`src/rtl/lcd_bus_arbiter_if.sv`:
```
// lcd_bus_arbiter_if: two requester byte handshakes plus the shared LCD bus and grant status.
interface lcd_bus_arbiter_if;
  logic       a_valid, a_rs, a_last, a_ready;
  logic [7:0] a_dat;
  logic       b_valid, b_rs, b_last, b_ready;
  logic [7:0] b_dat;
  logic       lcd_rs, lcd_rw, lcd_en;
  logic [7:0] lcd_dat;
  logic [1:0] owner;
  logic       busy;
  modport slave (
    input  a_valid, a_rs, a_dat, a_last, b_valid, b_rs, b_dat, b_last,
    output a_ready, b_ready, lcd_rs, lcd_rw, lcd_en, lcd_dat, owner, busy
  );
  modport master (
    output a_valid, a_rs, a_dat, a_last, b_valid, b_rs, b_dat, b_last,
    input  a_ready, b_ready, lcd_rs, lcd_rw, lcd_en, lcd_dat, owner, busy
  );
endinterface

```
`src/rtl/lcd_bus_arbiter.sv`:
```
// lcd_bus_arbiter: round-robin arbiter serialising two byte streams onto a write-only LCD bus.
module lcd_bus_arbiter #(
  parameter int CLK_DIV   = 16,
  parameter int LONG_WAIT = 1600
) (
  input logic clk,
  input logic rst,
  lcd_bus_arbiter_if.slave bus
);
  typedef enum logic [2:0] {IDLE, SETUP, EN_HI, EN_LO, WAIT} state_t;
  localparam logic [15:0] DIV_LOAD  = 16'(CLK_DIV - 1);
  localparam logic [15:0] WAIT_LOAD = 16'(LONG_WAIT - 1);
  state_t      state, state_n;
  logic [15:0] cnt, cnt_n;
  logic [1:0]  owner, owner_n, grant;
  logic        rr_b, rr_n, last_q, last_n, rs_q, rs_n;
  logic [7:0]  dat_q, dat_n;
  logic        sel_valid, accept, long_cmd;
  // an idle bus grants and accepts in the same cycle, so grant is resolved combinationally
  assign grant = owner != 2'b00 ? owner :
                 (bus.a_valid && (!bus.b_valid || !rr_b)) ? 2'b01 :
                 bus.b_valid ? 2'b10 : 2'b00;
  assign sel_valid = grant[0] ? bus.a_valid : (grant[1] & bus.b_valid);
  assign accept    = state == IDLE && sel_valid && !rst;
  assign long_cmd  = LONG_WAIT > 0 && !rs_q && (dat_q == 8'h01 || dat_q == 8'h02);
  assign bus.a_ready = accept & grant[0];
  assign bus.b_ready = accept & grant[1];
  assign bus.lcd_en  = state == EN_HI;
  assign bus.lcd_rw  = 1'b0;
  assign bus.lcd_rs  = rs_q;
  assign bus.lcd_dat = dat_q;
  assign bus.owner   = owner;
  assign bus.busy    = state != IDLE;
  always_ff @(posedge clk or posedge rst)
    if (rst) begin
      state  <= IDLE;
      cnt    <= '0;
      owner  <= 2'b00;
      rr_b   <= 1'b0;
      last_q <= 1'b0;
      rs_q   <= 1'b0;
      dat_q  <= 8'h00;
    end else begin
      state  <= state_n;
      cnt    <= cnt_n;
      owner  <= owner_n;
      rr_b   <= rr_n;
      last_q <= last_n;
      rs_q   <= rs_n;
      dat_q  <= dat_n;
    end
  always_comb begin
    state_n = state;
    cnt_n   = cnt;
    owner_n = owner;
    rr_n    = rr_b;
    last_n  = last_q;
    rs_n    = rs_q;
    dat_n   = dat_q;
    case (state)
      IDLE: if (accept) begin
        state_n = SETUP;
        cnt_n   = DIV_LOAD;
        owner_n = grant;
        last_n  = grant[0] ? bus.a_last : bus.b_last;
        rs_n    = grant[0] ? bus.a_rs : bus.b_rs;
        dat_n   = grant[0] ? bus.a_dat : bus.b_dat;
      end
      SETUP: begin
        state_n = cnt == 16'd0 ? EN_HI : SETUP;
        cnt_n   = cnt == 16'd0 ? DIV_LOAD : cnt - 16'd1;
      end
      EN_HI: begin
        state_n = cnt == 16'd0 ? EN_LO : EN_HI;
        cnt_n   = cnt == 16'd0 ? DIV_LOAD : cnt - 16'd1;
      end
      EN_LO: begin
        state_n = cnt != 16'd0 ? EN_LO : long_cmd ? WAIT : IDLE;
        cnt_n   = cnt != 16'd0 ? cnt - 16'd1 : long_cmd ? WAIT_LOAD : 16'd0;
      end
      WAIT: begin
        state_n = cnt == 16'd0 ? IDLE : WAIT;
        cnt_n   = cnt == 16'd0 ? 16'd0 : cnt - 16'd1;
      end
      default: state_n = IDLE;
    endcase
    // releasing the grant points round-robin at the other requester
    if (state != IDLE && state_n == IDLE && last_q) begin
      owner_n = 2'b00;
      rr_n    = owner[0];
    end
  end
endmodule

```
`src/flat_wrapper.sv`:
```
// flat-port wrapper written by rule: the top's interface ports become plain ports
module lcd_bus_arbiter_flat 
#(
  parameter int CLK_DIV   = 16,
  parameter int LONG_WAIT = 1600
)
  (clk, rst, bus_a_valid, bus_a_rs, bus_a_dat, bus_a_last, bus_b_valid, bus_b_rs, bus_b_dat, bus_b_last, bus_a_ready, bus_b_ready, bus_lcd_rs, bus_lcd_rw, bus_lcd_en, bus_lcd_dat, bus_owner, bus_busy);
  lcd_bus_arbiter_if bus_i ();
  input logic clk;
  input logic rst;
  input wire logic [$bits(bus_i.a_valid)-1:0] bus_a_valid;
  input wire logic [$bits(bus_i.a_rs)-1:0] bus_a_rs;
  input wire logic [$bits(bus_i.a_dat)-1:0] bus_a_dat;
  input wire logic [$bits(bus_i.a_last)-1:0] bus_a_last;
  input wire logic [$bits(bus_i.b_valid)-1:0] bus_b_valid;
  input wire logic [$bits(bus_i.b_rs)-1:0] bus_b_rs;
  input wire logic [$bits(bus_i.b_dat)-1:0] bus_b_dat;
  input wire logic [$bits(bus_i.b_last)-1:0] bus_b_last;
  output wire logic [$bits(bus_i.a_ready)-1:0] bus_a_ready;
  output wire logic [$bits(bus_i.b_ready)-1:0] bus_b_ready;
  output wire logic [$bits(bus_i.lcd_rs)-1:0] bus_lcd_rs;
  output wire logic [$bits(bus_i.lcd_rw)-1:0] bus_lcd_rw;
  output wire logic [$bits(bus_i.lcd_en)-1:0] bus_lcd_en;
  output wire logic [$bits(bus_i.lcd_dat)-1:0] bus_lcd_dat;
  output wire logic [$bits(bus_i.owner)-1:0] bus_owner;
  output wire logic [$bits(bus_i.busy)-1:0] bus_busy;
  assign bus_i.a_valid = bus_a_valid;
  assign bus_i.a_rs = bus_a_rs;
  assign bus_i.a_dat = bus_a_dat;
  assign bus_i.a_last = bus_a_last;
  assign bus_i.b_valid = bus_b_valid;
  assign bus_i.b_rs = bus_b_rs;
  assign bus_i.b_dat = bus_b_dat;
  assign bus_i.b_last = bus_b_last;
  assign bus_a_ready = bus_i.a_ready;
  assign bus_b_ready = bus_i.b_ready;
  assign bus_lcd_rs = bus_i.lcd_rs;
  assign bus_lcd_rw = bus_i.lcd_rw;
  assign bus_lcd_en = bus_i.lcd_en;
  assign bus_lcd_dat = bus_i.lcd_dat;
  assign bus_owner = bus_i.owner;
  assign bus_busy = bus_i.busy;
  lcd_bus_arbiter #(.CLK_DIV(CLK_DIV), .LONG_WAIT(LONG_WAIT)) u_core (.clk(clk), .rst(rst), .bus(bus_i));
endmodule
```
`config.mk`:
```
export PLATFORM = sky130hd
export DESIGN_NAME = lcd_bus_arbiter_flat
export DESIGN_NICKNAME = d
export VERILOG_FILES = /design/src/rtl/lcd_bus_arbiter_if.sv /design/src/rtl/lcd_bus_arbiter.sv /design/src/flat_wrapper.sv
export SDC_FILE = /design/constraint.sdc
export NUM_CORES = 1
export LEC_CHECK = 0
export ABC_AREA = 1
export CAP_MARGIN = 15
export CORE_UTILIZATION = 40
export CTS_CLUSTER_DIAMETER = 40
export CTS_CLUSTER_SIZE = 20
export DETAILED_ROUTE_END_ITERATION = 6
export PLACE_DENSITY = 0.73
export SYNTH_ARGS = -nofsm -noshare
export SYNTH_HDL_FRONTEND = slang
export SYNTH_SLANG_ARGS = --single-unit
```
`constraint.sdc`:
```
create_clock -name clk -period 2.1 [get_ports clk]
set_input_delay 0.42 -clock clk [delete_from_list [all_inputs] [get_ports clk]]
set_output_delay 0.42 -clock clk [all_outputs]
set_load 0.02 [all_outputs]
```
# Word level (Yosys, flattened, before mapping)
# Cells that the tools add are included.
[totals]
ff_bits = 32
[classes]
add_sub_neg = 1
eq_ne = 7
n_mux = 23
bitwise = 3
n_reduce_logical = 25
[ops]
columns = ["op", "count"]
rows = [
  ["$mux 16", 4],
  ["$pmux 16 s4", 1],
  ["$logic_not 16->1", 1],
  ["$reduce_bool 16->1", 1],
  ["$sub 16x1->16 const B", 1],
  ["$pmux 3 s5", 1],
  ["$mux 2", 7],
  ["$mux 3", 4],
  ["$mux 11", 1],
  ["$eq 8x1->1 const B", 1],
  ["$eq 8x2->1 const B", 1],
  ["$mux 8", 1],
  ["$eq 3x2->1 const B", 2],
  ["$logic_and 1x1->1", 6],
  ["$logic_not 3->1", 2],
  ["$reduce_and 2->1", 3],
  ["$reduce_bool 2->1", 3],
  ["$logic_not 1->1", 4],
  ["$mux 1", 4],
  ["$reduce_bool 4->1", 1],
  ["$and 1x1->1", 3],
  ["$eq 3x1->1 const B", 1],
  ["$eq 3x3->1 const B", 1],
  ["$reduce_bool 3->1", 1],
  ["other kinds (3)", 4],
]

# Depth between registers and ports, before layout
[logic_depth]
word_depth = 16
depth_mapped = 11
ltp_nobuf = 11

# Worst setup path before layout
# OpenSTA, ideal clock, no wires.
[synth_timing]
path_kind = "flip-flop to output port"
start = "reg u_core.owner[1], in the netlist u_core.bus.owner[1]"
end = "out bus_b_ready"
arrival_ns = 1.276
required_time_ns = 1.680
slack_ns = 0.404
stages_incl_launch_ff = 5
n_path_buf = 0
path_cell_list = "dfrtp_1 inv_1 a31oi_1 inv_1 a21oi_1"
[synth_via]
elab_chain_len = 7
[synth_rtl]
columns = ["element", "line_no", "text"]
rows = [
  ["start: declaration", "lcd_bus_arbiter.sv:15", "logic [1:0] owner, owner_n, grant;"],
  ["start signal: assignment", "lcd_bus_arbiter.sv:46", "owner <= owner_n;"],
  ["$reduce_bool 2->1", "lcd_bus_arbiter.sv:20", "assign grant = owner != 2'b00 ? owner :"],
  ["$mux 2 (*)", "lcd_bus_arbiter.sv:20", ""],
  ["$and 1x1->1", "lcd_bus_arbiter.sv:23", "assign sel_valid = grant[0] ? bus.a_valid : (grant[1] & bus.b_valid);"],
  ["$mux 1", "lcd_bus_arbiter.sv:23", ""],
  ["$logic_and 1x1->1 (2 in a row)", "lcd_bus_arbiter.sv:24", "assign accept = state == IDLE && sel_valid && !rst;"],
  ["$and 1x1->1 (*)", "lcd_bus_arbiter.sv:27", "assign bus.b_ready = accept & grant[1];"],
  ["end: declaration", "flat_wrapper.sv:20", "output wire logic [$bits(bus_i.b_ready)-1:0] bus_b_ready;"],
]
# Every way passes the cells marked *; elsewhere a longest branch is shown, timed or not.

# Final worst setup path
[layout_timing]
start = "in bus_b_valid"
end = "out bus_b_ready"
[layout_via]
elab_chain_len = 10
[layout_rtl]
columns = ["element", "line_no", "text"]
rows = [
  ["start: declaration", "flat_wrapper.sv:15", "input wire logic [$bits(bus_i.b_valid)-1:0] bus_b_valid;"],
  ["$logic_not 1->1", "lcd_bus_arbiter.sv:21", "(bus.a_valid && (!bus.b_valid || !rr_b)) ? 2'b01 :"],
  ["$logic_or 1x1->1", "lcd_bus_arbiter.sv:21", ""],
  ["$logic_and 1x1->1", "lcd_bus_arbiter.sv:21", ""],
  ["$mux 2", "lcd_bus_arbiter.sv:21", ""],
  ["$mux 2", "lcd_bus_arbiter.sv:20", ""],
  ["$and 1x1->1", "lcd_bus_arbiter.sv:23", ""],
  ["$mux 1", "lcd_bus_arbiter.sv:23", ""],
  ["$logic_and 1x1->1 (2 in a row)", "lcd_bus_arbiter.sv:24", ""],
  ["$and 1x1->1 (*)", "lcd_bus_arbiter.sv:27", ""],
]
# Marks and branches as above.

==> summary by stage <==
Detailed routing
Summed over all layers, the routed wires come to 4867 um. The remaining antenna violation count is 0. Dividing the detail-routed wire length by the instance count gives 12.17 um. The detailed router placed 1960 vias in this run.

Dividing the detail-routed via count by the number of cells gives 4.900. The iteration-0 DRC count of the detailed router is 109. Before antenna repair, the detailed router went through 4 iterations. For this run, design rule violations remaining after detail routing come to 0.

Layout
The filler cells instantiated in the layout total 498. Summing all multi-input logic gate instances after layout gives 1144 um^2. The finished layout cell area is 2711 um^2. The most common library cell in the layout ignoring fill and taps is nand2_1. The net count of the finished layout is 355. The area taken by flip-flops and latches is 800.8 um^2. The antenna diode count is 0. The post-synthesis to final-layout area growth is 27.85%. Cells with a size suffix above 1 make up 18.48% of the layout. The top cell types in the final layout, fill and taps aside, are 54 x nand2_1, 45 x nor2_1, 35 x clkdlybuf4s50_1.

Run status
The flow ran to the end, and the final reports show no timing, DRC or antenna violations.

Placement
Once detailed placement completed, the half-perimeter wirelength came to 3687 um. At the placement stage, the worst setup path has a slack of -0.3675 ns. The global placement routability congestion is 0.8418.

The count of input and output buffers is 38. The post-placement cell area is 2621 um^2.

Power
IR analysis of the VDD net gives a maximum drop of 249.9 uV. The design draws 1.220 mW. The static leakage power is 1.292 nW.

The power density of the placed cells is 449.9 nW/um^2.

Global routing
For this run, the total global-route usage over all layers was measured as 19.91%. After global routing the overflow that remains totals 0. The number of global-route vias before repair is 1934. The first-pass GRT wire length is 8562 um.

Entering global routing, the biggest net connects 33 pins. The initial antenna violation count was 0.

Timing
The count of final hold-check violations is 0. For this run, the top clock speed supported by timing is 504.2 MHz. After layout, the minimum clock period comes to 1.983 ns. Across all hold checks on the routed design, the worst slack comes to 0.4869 ns. The final setup slack of the worst path is 0.1167 ns. Setup repair after global routing left no endpoint under its margin. The fraction of the cycle the final worst path needs is 94.44%. The count of final setup violators is 0.

The final max-slew violation count was 0. Clock skew on the completed layout was measured at 0.003688 ns.

Clock tree
The TritonCTS sink count is 32. After clock tree synthesis, the clock-pin slew on the worst setup and hold paths is 0.06 ns. The clock passes through at most 2 buffers. At the later pin of the worst-skew pair, clock insertion delay measures 0.28 ns. TritonCTS created 5 clock buffers. TritonCTS built the clock tree. The H-tree depth is 2. Clock tree synthesis selected as its root buffer the cell clkbuf_8.

Synth
The async set or reset register ratio after synthesis is 100.0%. The most used flip-flop cell after synthesis is dfrtp_1. The area of the mapped netlist is 2121 um^2. Yosys attributes the largest share of cell area to dfrtp_1 38%, nand2_1 9.6%, nor2_1 8.0%.

The number of enable flip-flop cells after synthesis is 0. The net count after synthesis is 306. The count of unique library cells instantiated by Yosys is 36. The sequential fraction of the synthesis area is 37.76%. The biggest area contributor in the post-synthesis netlist is dfrtp_1. The mean cell area of the mapped netlist is 7.547 um^2. After synthesis, the largest area contributor takes up 37.76% of total cell area. The register bit total from synthesis is 32. The number of warnings reported in the yosys synthesis log is 0. The number of cells produced by synthesis is 281.

Floorplan
The die span in y is 74.82 um. The row count is 26. The overall die area is 5597 um^2. After floorplanning, the core was sized to cover 5107 um^2.

In this run the horizontal extent of the chip is 74.82 um. The effective utilization at floorplan is 41.52%. 40 I/O pins were placed.

Min path
The class of the most critical hold timing path is reg2reg. The worst hold path was traced through 2 stages.

Worst setup path
The setup path with the least slack is of type in2out. STA classifies the critical path endpoint as a primary output. The worst path arrival time is 1.56 ns. The signal on the critical path passes through clkdlybuf4s50_1 -> nand2_1 -> a31oi_2 -> inv_1 -> a21oi_2 -> buf_4. Along the worst path, the maximum fanout reaches 2. For this design, the slowest cell found on the critical path is clkdlybuf4s50_1. The delay of the slowest cell on the worst path is 0.47 ns. The logic depth of the worst register-to-register path is 8. STA puts the critical path data required time at 1.68 ns. The setup slack of the worst register-to-register path is 0.26 ns. The sort of element at the start of the critical path is an input port.

Run
The tool flagged a number of max-cap violations equal to 0.
## registers in the layout, summed over array words and instances (netlist names)
register            flops
u_core.rr_b             1
u_core.bus.lcd_rs       1
u_core.last_q           1
u_core.cnt             16
u_core.bus.lcd_dat      8
u_core.bus.owner        2
u_core.state            3
## area by class of cell
class	count	area share [%]
sequential	32	29.53
multi-input combinational	204	42.18
clock inverter	1	0.1846
inverter	39	5.584
timing repair buffer	48	16.61
clock buffer	6	2.677
tap	70	3.230
## synth_stat cells (4+ instances only)
cell type and n:
a21oi_1 6, xor2_1 8, nand2_2 6, o31ai_1 14
o21ai_1 7, inv_2 9, nand2_1 54, nand3_1 15
dfrtp_1 32, inv_1 29, nand4_1 6, o211ai_1 4
nor2_1 45, nor2_4 4, nor2_2 9
## cell families (layout without fill, tap and decap cells)
kind of cell	Yosys count	in the layout	synth area share, %
buffers and inverters	45	94	8.790
and+or+nand+nor	153	153	36.34
other	1	1	0.1768
AOI/OAI and AO/OA	40	40	12.63
DFF	32	32	37.76
xor gates and xnor gates	9	9	3.717
adders and majority gates	1	1	0.5899
## path summary, 6_finish.rpt
check | startpoint | to
min in group asynchronous | rst | u_core.bus.lcd_rs$_DFFE_PP0P_
worst max register to register | u_core.cnt[0]$_DFFE_PP0P_ | u_core.cnt[9]$_DFFE_PP0P_
worst min-delay path | u_core.rr_b$_DFFE_PP0P_ | u_core.rr_b$_DFFE_PP0P_
worst min register to register | u_core.rr_b$_DFFE_PP0P_ | u_core.rr_b$_DFFE_PP0P_
max in group asynchronous | rst | u_core.bus.lcd_dat[2]$_DFFE_PP0P_
worst max-delay path | bus_b_valid | bus_b_ready
## layer usage
| metal | up-vias | track usage [%] | routed length, um |
|---|---|---|---|
| met5 | - | 0 | 0 |
| met4 | 0 | 6.080 | 49 |
| met3 | 8 | 4.953 | 258 |
| met2 | 53 | 33.93 | 2300 |
| met1 | 897 | 24.85 | 2259 |
| li1 | 1002 | - | - |
## timing repair
item / 4_1_cts / 5_1_grt
endpoints found under the setup margin: 2 / 3
pin swaps: 0 / 1
gates resized for setup: 5 / 6
hold buffers: 0 / 0
gates cloned: 0 / 0
setup buffers: 1 / 0
## critical path: cells and delay by family
| kind | cells | cell delay, ns |
|---|---|---|
| buffers and inverters | 3 | 0.72 |
| AOI/OAI and AO/OA | 2 | 0.33 |
| and+or+nand+nor | 1 | 0.09 |
## metrics by stage
stage               TNS (ns)  utilization, %  instances
global route               0           53.09        400
CTS                        0           52.87        400
finish                     0           53.09        400
global placement     -0.5830           51.32        392
detailed placement   -0.6302           51.32        392
floorplan                  0               -        281
## power breakdown
part | leakage (nW) | switching (mW) | internal, mW | total, mW
registers | 0.374 | 0.00882 | 0.625 | 0.634
clock network | 0.0410 | 0.227 | 0.225 | 0.452
logic | 0.877 | 0.0628 | 0.0717 | 0.135
Note: power is estimated with default switching activity, not from simulation.
